## config.mk

```make
export PLATFORM = sky130hd
export DESIGN_NAME = pcw_boot_sequencer_flat
export DESIGN_NICKNAME = d
export VERILOG_FILES = /design/src/rtl/pcw_boot_sequencer_if.sv /design/src/rtl/pcw_boot_sequencer.sv /design/src/flat_wrapper.sv
export SDC_FILE = /design/constraint.sdc
export NUM_CORES = 1
export LEC_CHECK = 0
export ABC_AREA = 1
export ABC_CLOCK_PERIOD_IN_PS = 2500
export BUFFER_PORTS_ARGS = -buffer_cell sky130_fd_sc_hd__buf_2
export CAP_MARGIN = 20
export CORE_ASPECT_RATIO = 0.6
export CORE_MARGIN = 1.5
export CORE_UTILIZATION = 55
export DETAILED_ROUTE_END_ITERATION = 10
export PLACE_DENSITY = 0.84
export SKIP_LAST_GASP = 1
export SLEW_MARGIN = 25
export SYNTH_ARGS = -nofsm -noshare
export SYNTH_HDL_FRONTEND = slang
export SYNTH_SLANG_ARGS = --single-unit
```

## constraint.sdc

```tcl
create_clock -name clk_sys -period 2.5 [get_ports clk_sys]
set_clock_uncertainty 0.15 [all_clocks]
set_input_delay 0.125 -clock clk_sys [delete_from_list [all_inputs] [get_ports clk_sys]]
set_output_delay 0.125 -clock clk_sys [all_outputs]
set_load 0.05 [all_outputs]
```

## src/rtl/pcw_boot_sequencer_if.sv

```systemverilog
// Download-port bundle between the boot sequencer and the PCW core.
// Master drives the write side, slave (core) drives the stall.
interface pcw_boot_sequencer_if #(
  parameter int ADDR_W = 16
) ();
  logic              dn_go;
  logic              dn_wr;
  logic [ADDR_W-1:0] dn_addr;
  logic [7:0]        dn_data;
  logic              dn_wait;

  modport master (
    output dn_go,
    output dn_wr,
    output dn_addr,
    output dn_data,
    input  dn_wait
  );

  modport slave (
    input  dn_go,
    input  dn_wr,
    input  dn_addr,
    input  dn_data,
    output dn_wait
  );
endinterface

```

## src/rtl/pcw_boot_sequencer.sv

```systemverilog
// Boot ROM to core-memory copy engine.
// One byte per READ/LATCH/WRITE round, then an EXEC pulse.
module pcw_boot_sequencer #(
  parameter int              ROM_LEN   = 276,
  parameter int              ADDR_W    = 16,
  parameter logic [ADDR_W-1:0] DN_BASE   = '0,
  parameter logic [ADDR_W-1:0] EXEC_ADDR = '0
) (
  input  logic              clk_sys,
  input  logic              reset_n,
  input  logic              start,
  output logic [ADDR_W-1:0] rom_addr,
  input  logic [7:0]        rom_data,
  pcw_boot_sequencer_if.master dn,
  output logic [ADDR_W-1:0] execute_addr,
  output logic              execute_enable,
  output logic              done
);

  localparam logic [ADDR_W-1:0] LAST_IDX =
    ADDR_W'(ROM_LEN - 1);

  typedef enum logic [2:0] {
    S_IDLE,
    S_READ,
    S_LATCH,
    S_WRITE,
    S_EXEC
  } state_t;

  state_t            r_state;
  logic [ADDR_W-1:0] r_idx;
  logic [ADDR_W-1:0] r_rom_addr;
  logic              r_go;
  logic              r_wr;
  logic [ADDR_W-1:0] r_addr;
  logic [7:0]        r_data;
  logic              r_exec;
  logic              r_done;

  logic [ADDR_W-1:0] w_idx_nxt;
  logic              w_last;
  logic              w_accept;

  assign w_idx_nxt = r_idx + 1'b1;
  assign w_last    = (r_idx == LAST_IDX);
  assign w_accept  = ~dn.dn_wait;

  // Sequencer: one state register, every output registered here.
  always_ff @(posedge clk_sys or negedge reset_n) begin
    if (!reset_n) begin
      r_state    <= S_IDLE;
      r_idx      <= '0;
      r_rom_addr <= '0;
      r_go       <= 1'b0;
      r_wr       <= 1'b0;
      r_addr     <= '0;
      r_data     <= '0;
      r_exec     <= 1'b0;
      r_done     <= 1'b0;
    end else begin
      unique case (r_state)
        S_IDLE: begin
          if (start) begin
            r_idx      <= '0;
            r_rom_addr <= '0;
            r_go       <= 1'b1;
            r_done     <= 1'b0;
            r_state    <= S_READ;
          end
        end
        S_READ: begin
          r_state <= S_LATCH;
        end
        S_LATCH: begin
          r_data  <= rom_data;
          r_addr  <= DN_BASE + r_idx;
          r_wr    <= 1'b1;
          r_state <= S_WRITE;
        end
        S_WRITE: begin
          if (w_accept) begin
            r_wr <= 1'b0;
            if (w_last) begin
              r_go    <= 1'b0;
              r_exec  <= 1'b1;
              r_state <= S_EXEC;
            end else begin
              r_idx      <= w_idx_nxt;
              r_rom_addr <= w_idx_nxt;
              r_state    <= S_READ;
            end
          end
        end
        S_EXEC: begin
          r_exec  <= 1'b0;
          r_done  <= 1'b1;
          r_state <= S_IDLE;
        end
        default: begin
          r_state <= S_IDLE;
        end
      endcase
    end
  end

  assign rom_addr       = r_rom_addr;
  assign dn.dn_go       = r_go;
  assign dn.dn_wr       = r_wr;
  assign dn.dn_addr     = r_addr;
  assign dn.dn_data     = r_data;
  assign execute_addr   = EXEC_ADDR;
  assign execute_enable = r_exec;
  assign done           = r_done;

endmodule

```

## src/flat_wrapper.sv

```systemverilog
// flat-port wrapper written by rule: the top's interface ports become plain ports
module pcw_boot_sequencer_flat 
#(
  parameter int              ROM_LEN   = 276,
  parameter int              ADDR_W    = 16,
  parameter logic [ADDR_W-1:0] DN_BASE   = '0,
  parameter logic [ADDR_W-1:0] EXEC_ADDR = '0
)
  (clk_sys, reset_n, start, rom_addr, rom_data, execute_addr, execute_enable, done, dn_dn_go, dn_dn_wr, dn_dn_addr, dn_dn_data, dn_dn_wait);
  pcw_boot_sequencer_if #(.ADDR_W(ADDR_W)) dn_i ();
  input  logic clk_sys;
  input  logic reset_n;
  input  logic start;
  output logic [ADDR_W-1:0] rom_addr;
  input  logic [7:0] rom_data;
  output logic [ADDR_W-1:0] execute_addr;
  output logic execute_enable;
  output logic done;
  output wire logic [$bits(dn_i.dn_go)-1:0] dn_dn_go;
  output wire logic [$bits(dn_i.dn_wr)-1:0] dn_dn_wr;
  output wire logic [$bits(dn_i.dn_addr)-1:0] dn_dn_addr;
  output wire logic [$bits(dn_i.dn_data)-1:0] dn_dn_data;
  input wire logic [$bits(dn_i.dn_wait)-1:0] dn_dn_wait;
  assign dn_dn_go = dn_i.dn_go;
  assign dn_dn_wr = dn_i.dn_wr;
  assign dn_dn_addr = dn_i.dn_addr;
  assign dn_dn_data = dn_i.dn_data;
  assign dn_i.dn_wait = dn_dn_wait;
  pcw_boot_sequencer #(.ROM_LEN(ROM_LEN), .ADDR_W(ADDR_W), .DN_BASE(DN_BASE), .EXEC_ADDR(EXEC_ADDR)) u_core (.clk_sys(clk_sys), .reset_n(reset_n), .start(start), .rom_addr(rom_addr), .rom_data(rom_data), .dn(dn_i), .execute_addr(execute_addr), .execute_enable(execute_enable), .done(done));
endmodule
```

=== Word-level counts from Yosys, hierarchy flattened ===
Index checks and enable logic that the tools add are counted.

* $add $sub $neg: 1
* Eq/ne operators: 9
* Multiplexer cells: 19
* Reduce and logical (&&, ||, !) cells: 11

{| class="wikitable"
|+ Operators with widths
! operator !! count
|-
| $mux W16 || 3
|-
| $pmux W16 S2 || 1
|-
| $add A16 B1 Y16 const B || 1
|-
| $eq A16 B9 Y1 const B || 1
|-
| $pmux W3 S4 || 1
|-
| $mux W3 || 3
|-
| $pmux W1 S2 || 4
|-
| $reduce_and A4 Y1 || 2
|-
| $reduce_bool A2 Y1 || 4
|-
| $mux W1 || 7
|-
| $eq A3 B2 Y1 const B || 2
|-
| $ne A2 B2 Y1 const B || 3
|-
| $reduce_and A2 Y1 || 3
|-
| $eq A3 B1 Y1 const B || 1
|-
| $eq A3 B3 Y1 const B || 1
|-
| $logic_not A3 Y1 || 1
|-
| $reduce_and A3 Y1 || 1
|-
| $ne A2 B1 Y1 const B || 1
|}

* Register bits: 47
* Output and inout port bits: 60
* Logic and storage cells: 48

=== Longest topological paths before layout ===
Gate-level depths: netlist (run 1).

* Word-level depth: 4
* Depth in mapped cells: 11

=== Least setup slack after synthesis (run 1) ===
Ideal clock, no wire load.

* Path type: flip-flop to flip-flop
* Start: register u_core.r_idx[0]
* End: register u_core.r_idx[10]
* Arrival time: 1.668 ns
* Setup slack: 0.562 ns
* Cell stages (with the launch flop): 8
* Period minus slack after synthesis: 1.938 ns
* Cells stage by stage: dfrtp_1 > ha_1 > nand2_1 > nor2_2 > nand2_1 > xor2_1 > nand3_1 > nand2_1

* Word-level cells in the longest chain between the ends: 4
* Elaborated cells on any way between the ends: 7
* Those cells by class: 1 x add/sub; 2 x eq/ne; 3 x mux; 1 x reduce/logical

{| class="wikitable"
|+ RTL lines
! item !! RTL line !! RTL
|-
| from (decl) || pcw_boot_sequencer.sv:32 || <nowiki>logic [ADDR_W-1:0] r_idx;</nowiki>
|-
| from (signal assigned) || pcw_boot_sequencer.sv:89 || <nowiki>r_idx <= w_idx_nxt;</nowiki>
|-
| $add A16 B1 Y16 || pcw_boot_sequencer.sv:45 || <nowiki>assign w_idx_nxt = r_idx + 1'b1;</nowiki>
|-
| $mux W16 || pcw_boot_sequencer.sv:84 || <nowiki>if (w_last) begin</nowiki>
|-
| $mux W16 || pcw_boot_sequencer.sv:82 || <nowiki>if (w_accept) begin</nowiki>
|-
| $pmux W16 S2 || pcw_boot_sequencer.sv:62 || <nowiki>unique case (r_state)</nowiki>
|}

Several ways; a longest one is shown, not always the timed one. The select of a mux whose other input is x is not followed.
A chain may end at the register's enable or synchronous reset.

=== Worst setup path in the final report (run 1) ===
* Start: register u_core.r_state[0]
* End: register u_core.r_addr[9] (netlist: u_core.dn.dn_addr[9])

* Word-level cells in the longest chain between the ends: 1

{| class="wikitable"
|+ RTL lines
! item !! RTL line !! RTL
|-
| from (decl) || pcw_boot_sequencer.sv:31 || <nowiki>state_t r_state;</nowiki>
|-
| from (signal assigned) || pcw_boot_sequencer.sv:52 || <nowiki>r_state <= S_IDLE;</nowiki>
|-
| from (signal assigned) || pcw_boot_sequencer.sv:69 || <nowiki>r_state <= S_READ;</nowiki>
|-
| from (signal assigned) || pcw_boot_sequencer.sv:73 || <nowiki>r_state <= S_LATCH;</nowiki>
|-
| $eq A3 B2 Y1 || pcw_boot_sequencer.sv:62 ||
|-
| to (signal assigned) || pcw_boot_sequencer.sv:77 || <nowiki>r_addr <= DN_BASE + r_idx;</nowiki>
|-
| to (decl) || pcw_boot_sequencer.sv:36 || <nowiki>logic [ADDR_W-1:0] r_addr;</nowiki>
|}

No other way between the ends.

==> results_dict.tcl, run 1 <==
set metrics [dict create \
    grt_max_degree 41 \
    finalSetupTns_ns 0 \
    hold_violations 0 \
    setup_viol 0 \
    slew_violations 0 \
    dp_cells 424 \
    critPathMaxFanout 40 \
    synth_cells 317 \
    clkTransAtPathRegs_ns 0.09 \
    status "finished clean" \
    fin_area_um2 2900 \
    ys_async_sr_fraction_pct 100 \
    synth_top_area_share_pct 48.3 \
    synth_top_area_cell "dfrtp_1" \
    synth-seq-cells 47 \
    cts_tree "yes" \
    cap_violations 0 \
    cp.required_ns 2.52 \
    routabilityCongestion 0.900 \
    yosysMostFrequentCell "nand2_1" \
    postPlaceCellArea_um2 2680 \
    final.min_clock_period_ns 2.06 \
    htreeDepth 2 \
    setup.worst_path.end_class "flop" \
    ys_seq_area_share_pct 48.3 \
    rows 18 \
    area_delta_synth_final_pct 19.0 \
    cts.sinks 47 \
    critPathKind "flop to flop" \
    routed_via_density 5.02 \
    drt-total-wl_mm 5.76 \
    synth-main-ff-cell "dfrtp_1" \
    antennaDiodeCount 0 \
    drc 0 \
    ir_drop_uv 629 \
    ios 72 \
    core_area_um2 4190 \
    overflow 0 \
    synthTopCellsByCount "nand2_1 (110), dfrtp_1 (47), nand3_1 (35)" \
    rsz0062_at_grt "false" \
    fillers 367 \
    worstMarginPinSlew_ns 0.588 \
    post-layout-total-power_mw 2.78 \
    clkLatencyLatePin_ns 0.31 \
    arrival_ns 2.08 \
    fp.dieW_um 88.9 \
    powerDensity_nw_per_um2 960 \
    post-route-util_pct 69.2 \
    ys_types 26 \
    yosys_warnings 0 \
    wl_per_cell_um 13.0 \
    grt_pass1_vias 1888 \
    fin_nets 394 \
    start_util_pct 58.2 \
    period_share_pct 82.4 \
    io_buffer_count 55 \
    worstHoldPathType "input port to flop" \
    cts_root_buffer "clkbuf_8" \
    grt_usage_pct 26.1 \
    antenna_found_initial 0 \
    max-slew-margin-rel_pct 60.6 \
    final-instance-count-excl-fill 442 \
    synth_area_um2 2440 \
    ant_nets 0 \
    dieArea_um2 4850 \
    avgSynthCellArea_um2 7.68 \
    dr.pass1.iters 5 \
    dieHeight_um 54.6 \
    drive_gt1_share_pct 20.4 \
    post_cts_resized 0 \
    p_leak_nw 1.53 \
    synth-edff-count 0 \
    vias 2217 \
    grt_pass1_wl_mm 9.24 \
    start_kind "flop" \
    cts_max_path_buffers 2 \
    dp_hpwl_mm 4.16 \
    synthTopCellsByArea "dfrtp_1 (48%), nand2_1 (17%), nand3_1 (7.2%), buf_4 (5.9%), nor2_1 (4.6%)" \
    timing.fmax_ghz 0.485 \
    numCtsBuffers 5 \
    first_iter_violations 183 \
]
## worst max-delay path, stage by stage (launching register included)
cell and delay (ns):
dfrtp_1 0.42, nand2_2 0.11, nor2_4 0.05, nand2_2 0.09, and3_1 0.38, nand2_2 0.44
nand2_1 0.18, o21ai_0 0.09
## cell families (layout without fill, tap and decap cells)
| group | Yosys count | in the layout | share of synthesized area [%] |
|---|---|---|---|
| compound gates | 20 | 20 | 4.26 |
| xor+xnor | 3 | 3 | 1.08 |
| fa+ha+maj | 1 | 1 | 0.514 |
| buf+inv | 48 | 98 | 10.8 |
| flops | 47 | 47 | 48.3 |
| other cells | 1 | 16 | 0.154 |
| simple gates | 197 | 197 | 34.9 |
## layer usage
metal / part of all wire [%] / global-route usage [%]
met1: 48 / 38.2
met2: 41 / 37.2
met3: 10 / 8.14
met4: 1.0 / 7.29
met5: 0 / 0
## placed cells by master (no fill, tap or decap)
master / instances
nor2_4: 1
ha_1: 1
o21ai_2: 1
nor3b_1: 1
a21oi_1: 1
nand4_1: 5
nand3b_1: 1
nand2_1: 110
nor2_2: 2
dfrtp_1: 47
nor2_1: 30
inv_1: 21
nand2_2: 5
dlygate4sd3_1: 10
clkbuf_8: 6
inv_6: 1
bufinv_16: 1
buf_2: 55
nor3_1: 4
nand2_4: 2
o21ai_0: 17
o21ai_1: 1
inv_2: 3
buf_4: 1
nand3_1: 35
xor2_1: 3
conb_1: 16
and3_1: 1
## report_power, final
| part | switching [mW] | total (mW) | internal [mW] |
|---|---|---|---|
| Clock | 0.268 | 0.597 | 0.329 |
| Sequential | 0.0829 | 0.962 | 0.879 |
| Combinational | 0.985 | 1.22 | 0.240 |
## per-stage QoR
| stage | setup slack [ns] | hold slack [ns] |
|---|---|---|
| 2_1_floorplan | 0.562 | -0.321 |
| 3_3_place_gp | 0.561 | -0.0609 |
| 3_5_place_dp | 0.458 | -0.0604 |
| 4_1_cts | 0.441 | 0.0947 |
| 5_1_grt | 0.165 | 0.153 |
| 6_report | 0.439 | 0.108 |
## flip-flops by register name (all words and copies together) (netlist names)
| name | flops |
|---|---|
| u_core.dn.dn_addr | 16 |
| u_core.r_idx | 16 |
| u_core.dn.dn_data | 8 |
| u_core.r_state | 3 |
| u_core.dn.dn_go | 1 |
| u_core.dn.dn_wr | 1 |
| u_core.done | 1 |
| u_core.execute_enable | 1 |
## final timing paths
check | startpoint | endpoint | slack (ns) | depth (start not counted)
max | u_core.r_state[0] | u_core.dn.dn_addr[9] | 0.44 | 7
min | start | u_core.done | 0.11 | 4
max reg2reg | u_core.r_state[0] | u_core.dn.dn_addr[9] | 0.44 | 7
min reg2reg | u_core.dn.dn_addr[1] | u_core.dn.dn_addr[1] | 0.33 | 2
max in group asynchronous | reset_n | u_core.r_state[2] | 1.35 | 3
min in group asynchronous | reset_n | u_core.dn.dn_addr[10] | 0.14 | 2
## layout make-up
type,count,area (µm²),area share (%)
Timing Repair Buffer,66,383,13.2
Multi-Input combinational cell,237,1050,36.3
Tap cell,60,75.1,2.59
Sequential cell,47,1180,40.6
Clock inverter,2,38.8,1.34
Inverter,24,90.1,3.11
Clock buffer,6,82.6,2.85
## what timing repair did
action                    4_1_cts  5_1_grt
hold buffers                   10        0
hold endpoints to repair       30        0
setup buffers                   0        0
(Power assumes the default switching activity.)
==> run 2, diff against run 1 <==
- ABC_AREA: 1 -> 0
- ABC_CLOCK_PERIOD_IN_PS: 2500 -> 2100
- CORE_UTILIZATION: 55 -> 50
- PLACE_DENSITY: 0.84 -> 0.79
- clock period: 2.5 -> 2.1 ns (I/O delays scaled with it)
==> results_dict.tcl, run 2 <==
set metrics [dict create \
    antenna_found_initial 0 \
    postPlaceCellArea_um2 2620 \
    hold_violations 0 \
    powerDensity_nw_per_um2 1270 \
    wl_per_cell_um 14.4 \
    cts_max_path_buffers 2 \
    r2r-start "u_core.r_idx[1]" \
    p_leak_nw 1.44 \
    period_share_pct 93.4 \
    vias 1845 \
    routabilityCongestion 0.849 \
    synthMuxAreaShare_pct 12.0 \
    intPower_mw 2.01 \
    overflow 0 \
    synthTopCellsByCount "dfrtp_1 (47), mux2_2 (18), nand2_1 (18)" \
    synth-compound-area-share_pct 13.3 \
    final.min_clock_period_ns 1.96 \
    drive_gt1_share_pct 37.4 \
    post-layout-total-power_mw 3.64 \
    yosysMostFrequentCell "dfrtp_1" \
    power_frac_clock_pct 18.6 \
    dp_hpwl_mm 3.59 \
    antennaDiodeCount 0 \
    cts.sinks 47 \
    htreeDepth 2 \
    clkTransAtPathRegs_ns 0.09 \
    routed_via_density 5.33 \
    synth_top_area_share_pct 52.1 \
    ff_latch_area_um2 1180 \
    post-route-util_pct 68.1 \
    slew_violations 0 \
    synth-seq-cells 47 \
    final_common_cell "buf_2" \
    synthTopCellsByArea "dfrtp_1 (52%), mux2_2 (9.0%), buf_4 (5.3%), o21ai_1 (3.5%), nand2_1 (3.0%)" \
    ios 72 \
    avgSynthCellArea_um2 11.1 \
    critPathKind "flop to flop" \
    ys_async_sr_fraction_pct 100 \
    synth_top_family_by_area "simple AND/OR/NAND/NOR gates" \
    fillers 345 \
    synth-edff-count 0 \
    final-instance-count-excl-fill 346 \
    io_buffer_count 55 \
    synth-main-ff-cell "dfrtp_1" \
    cap_violations 0 \
    combPwrFrac_pct 48.6 \
    layout_common_cells "buf_2 (55), dfrtp_1 (45), mux2_2 (18), nand2_1 (18), buf_4 (17)" \
    switchingPower_mw 1.64 \
    critPathMaxFanout 16 \
    core_area_um2 4210 \
    reg2regPathDepth 7 \
    setup.worst_path.end_class "flop" \
    reg2reg_to "u_core.r_idx[14]" \
    reg2reg_slack_ns 0.14 \
    worstHoldPathType "input port to asynchronous set/reset pin" \
    dr.pass1.iters 4 \
    ant_nets 0 \
    fp.dieW_um 89.7 \
    drt-total-wl_mm 4.99 \
    yosys.area_share.simple_pct 13.7 \
    cts_tree "yes" \
    cts_root_buffer "clkbuf_8" \
    p_seq_share_pct 32.9 \
    synth_area_um2 2260 \
    rows 18 \
    fin_nets 298 \
    grt_usage_pct 21.5 \
    dieHeight_um 55.0 \
    synth_cells 204 \
    fin_ws_ns 0.139 \
    ir_drop_uv 844 \
    fin_area_um2 2870 \
    numCtsBuffers 5 \
    start_kind "flop" \
    grt_max_degree 19 \
    timing.fmax_ghz 0.510 \
    switching_share_pct 44.9 \
    synth_xor_xnor_area_share_pct 0 \
    setup_viol 0 \
    start_util_pct 53.6 \
    preCtsSetupSlack_ns 0.0635 \
    grt_pass1_wl_mm 8.00 \
    finalSetupTns_ns 0 \
    max-slew-margin-rel_pct 64.8 \
    dieArea_um2 4940 \
    drc 0 \
    ys_seq_area_share_pct 52.1 \
    arrival_ns 2.01 \
    first_iter_violations 75 \
    multi_input_area_um2 957 \
    cp.required_ns 2.15 \
    synth_top_area_cell "dfrtp_1" \
    yosys_warnings 0 \
    worstMarginPinSlew_ns 0.527 \
    status "finished clean" \
    dp_cells 326 \
    area_delta_synth_final_pct 27.1 \
    grt_pass1_vias 1629 \
    clkLatencyLatePin_ns 0.31 \
    synthAdderAreaFrac_pct 0.554 \
    whs_ns 0.0880 \
    rsz0062_at_grt "false" \
    ys_types 37 \
]
[run 2: cell types whose count changed in the layout (fill, tap and decap cells not counted), moves of 6 or more]
| cell | before | now |
|---|---|---|
| buf_4 | 1 | 17 |
| inv_1 | 21 | 2 |
| mux2_1 | 0 | 6 |
| mux2_2 | 0 | 18 |
| nand2_1 | 110 | 18 |
| nand3_1 | 35 | 7 |
| nor2_1 | 30 | 11 |
| o21ai_0 | 17 | 7 |
| o21ai_1 | 1 | 16 |
| o31ai_1 | 0 | 6 |
[run 2: worst max-delay path: stages, from the launching register on]
cell,delay (ns)
dfrtp_2,0.37
ha_1,0.20
nor4b_1,0.32
and4_4,0.34
a2bb2oi_4,0.16
buf_12,0.15
o21ai_1,0.08
o41ai_1,0.07
[run 2: power groups by stage]
stage          clock network (mW)  logic, mW  registers (mW)
6_report                    0.677       1.77            1.20
5_1_grt                     0.725       1.89            1.23
4_1_cts                     0.696       1.73            1.20
3_5_place_dp                    0       1.71            1.21
3_3_place_gp                    0       1.70            1.20
2_1_floorplan                   0      0.713            1.82
[run 2: timing repair]
action / 4_1_cts / 5_1_grt
buffers inserted: 0 / 1
resized for setup: 0 / 1
hold buffers: 11 / 0
endpoints found under the setup margin: 0 / 16
endpoints found under the hold margin: 59 / 0
[run 2: worst max path at each step]
stage / startpoint / endpoint / slack, ns
after floorplan: u_core.r_idx[10] / u_core.r_idx[11] / 0.04
after global placement: u_core.r_idx[0] / u_core.r_idx[11] / 0.10
after detailed placement: u_core.r_idx[1] / u_core.r_idx[12] / 0.06
after CTS: u_core.r_idx[1] / u_core.r_idx[14] / 0.009
after global routing: u_core.r_idx[0] / u_core.r_idx[3] / 0.04
final: u_core.r_idx[1] / u_core.r_idx[14] / 0.14
[run 2: area by class of cell]
cell class	count	area share (%)
multi-input combinational	145	33.4
inverter	2	0.262
tap	60	2.62
clock buffer	5	2.40
timing repair buffer	84	18.6
sequential	47	41.1
clock inverter	3	1.66
[run 2: cell families after synthesis]
group           count (synthesis)
simple gates                   59
fa+ha+maj                       1
other cells                     1
buf+inv                        27
mux                            24
compound gates                 45
flops                          47
[run 2: metal layers]
metal  GRT usage (%)  up-vias  part of all wire, %
li1                -      870                    -
met1            30.0      888                   48
met2            33.0       81                   43
met3            4.92        6                  7.9
met4            9.26        0                  1.5
met5               0        -                    0
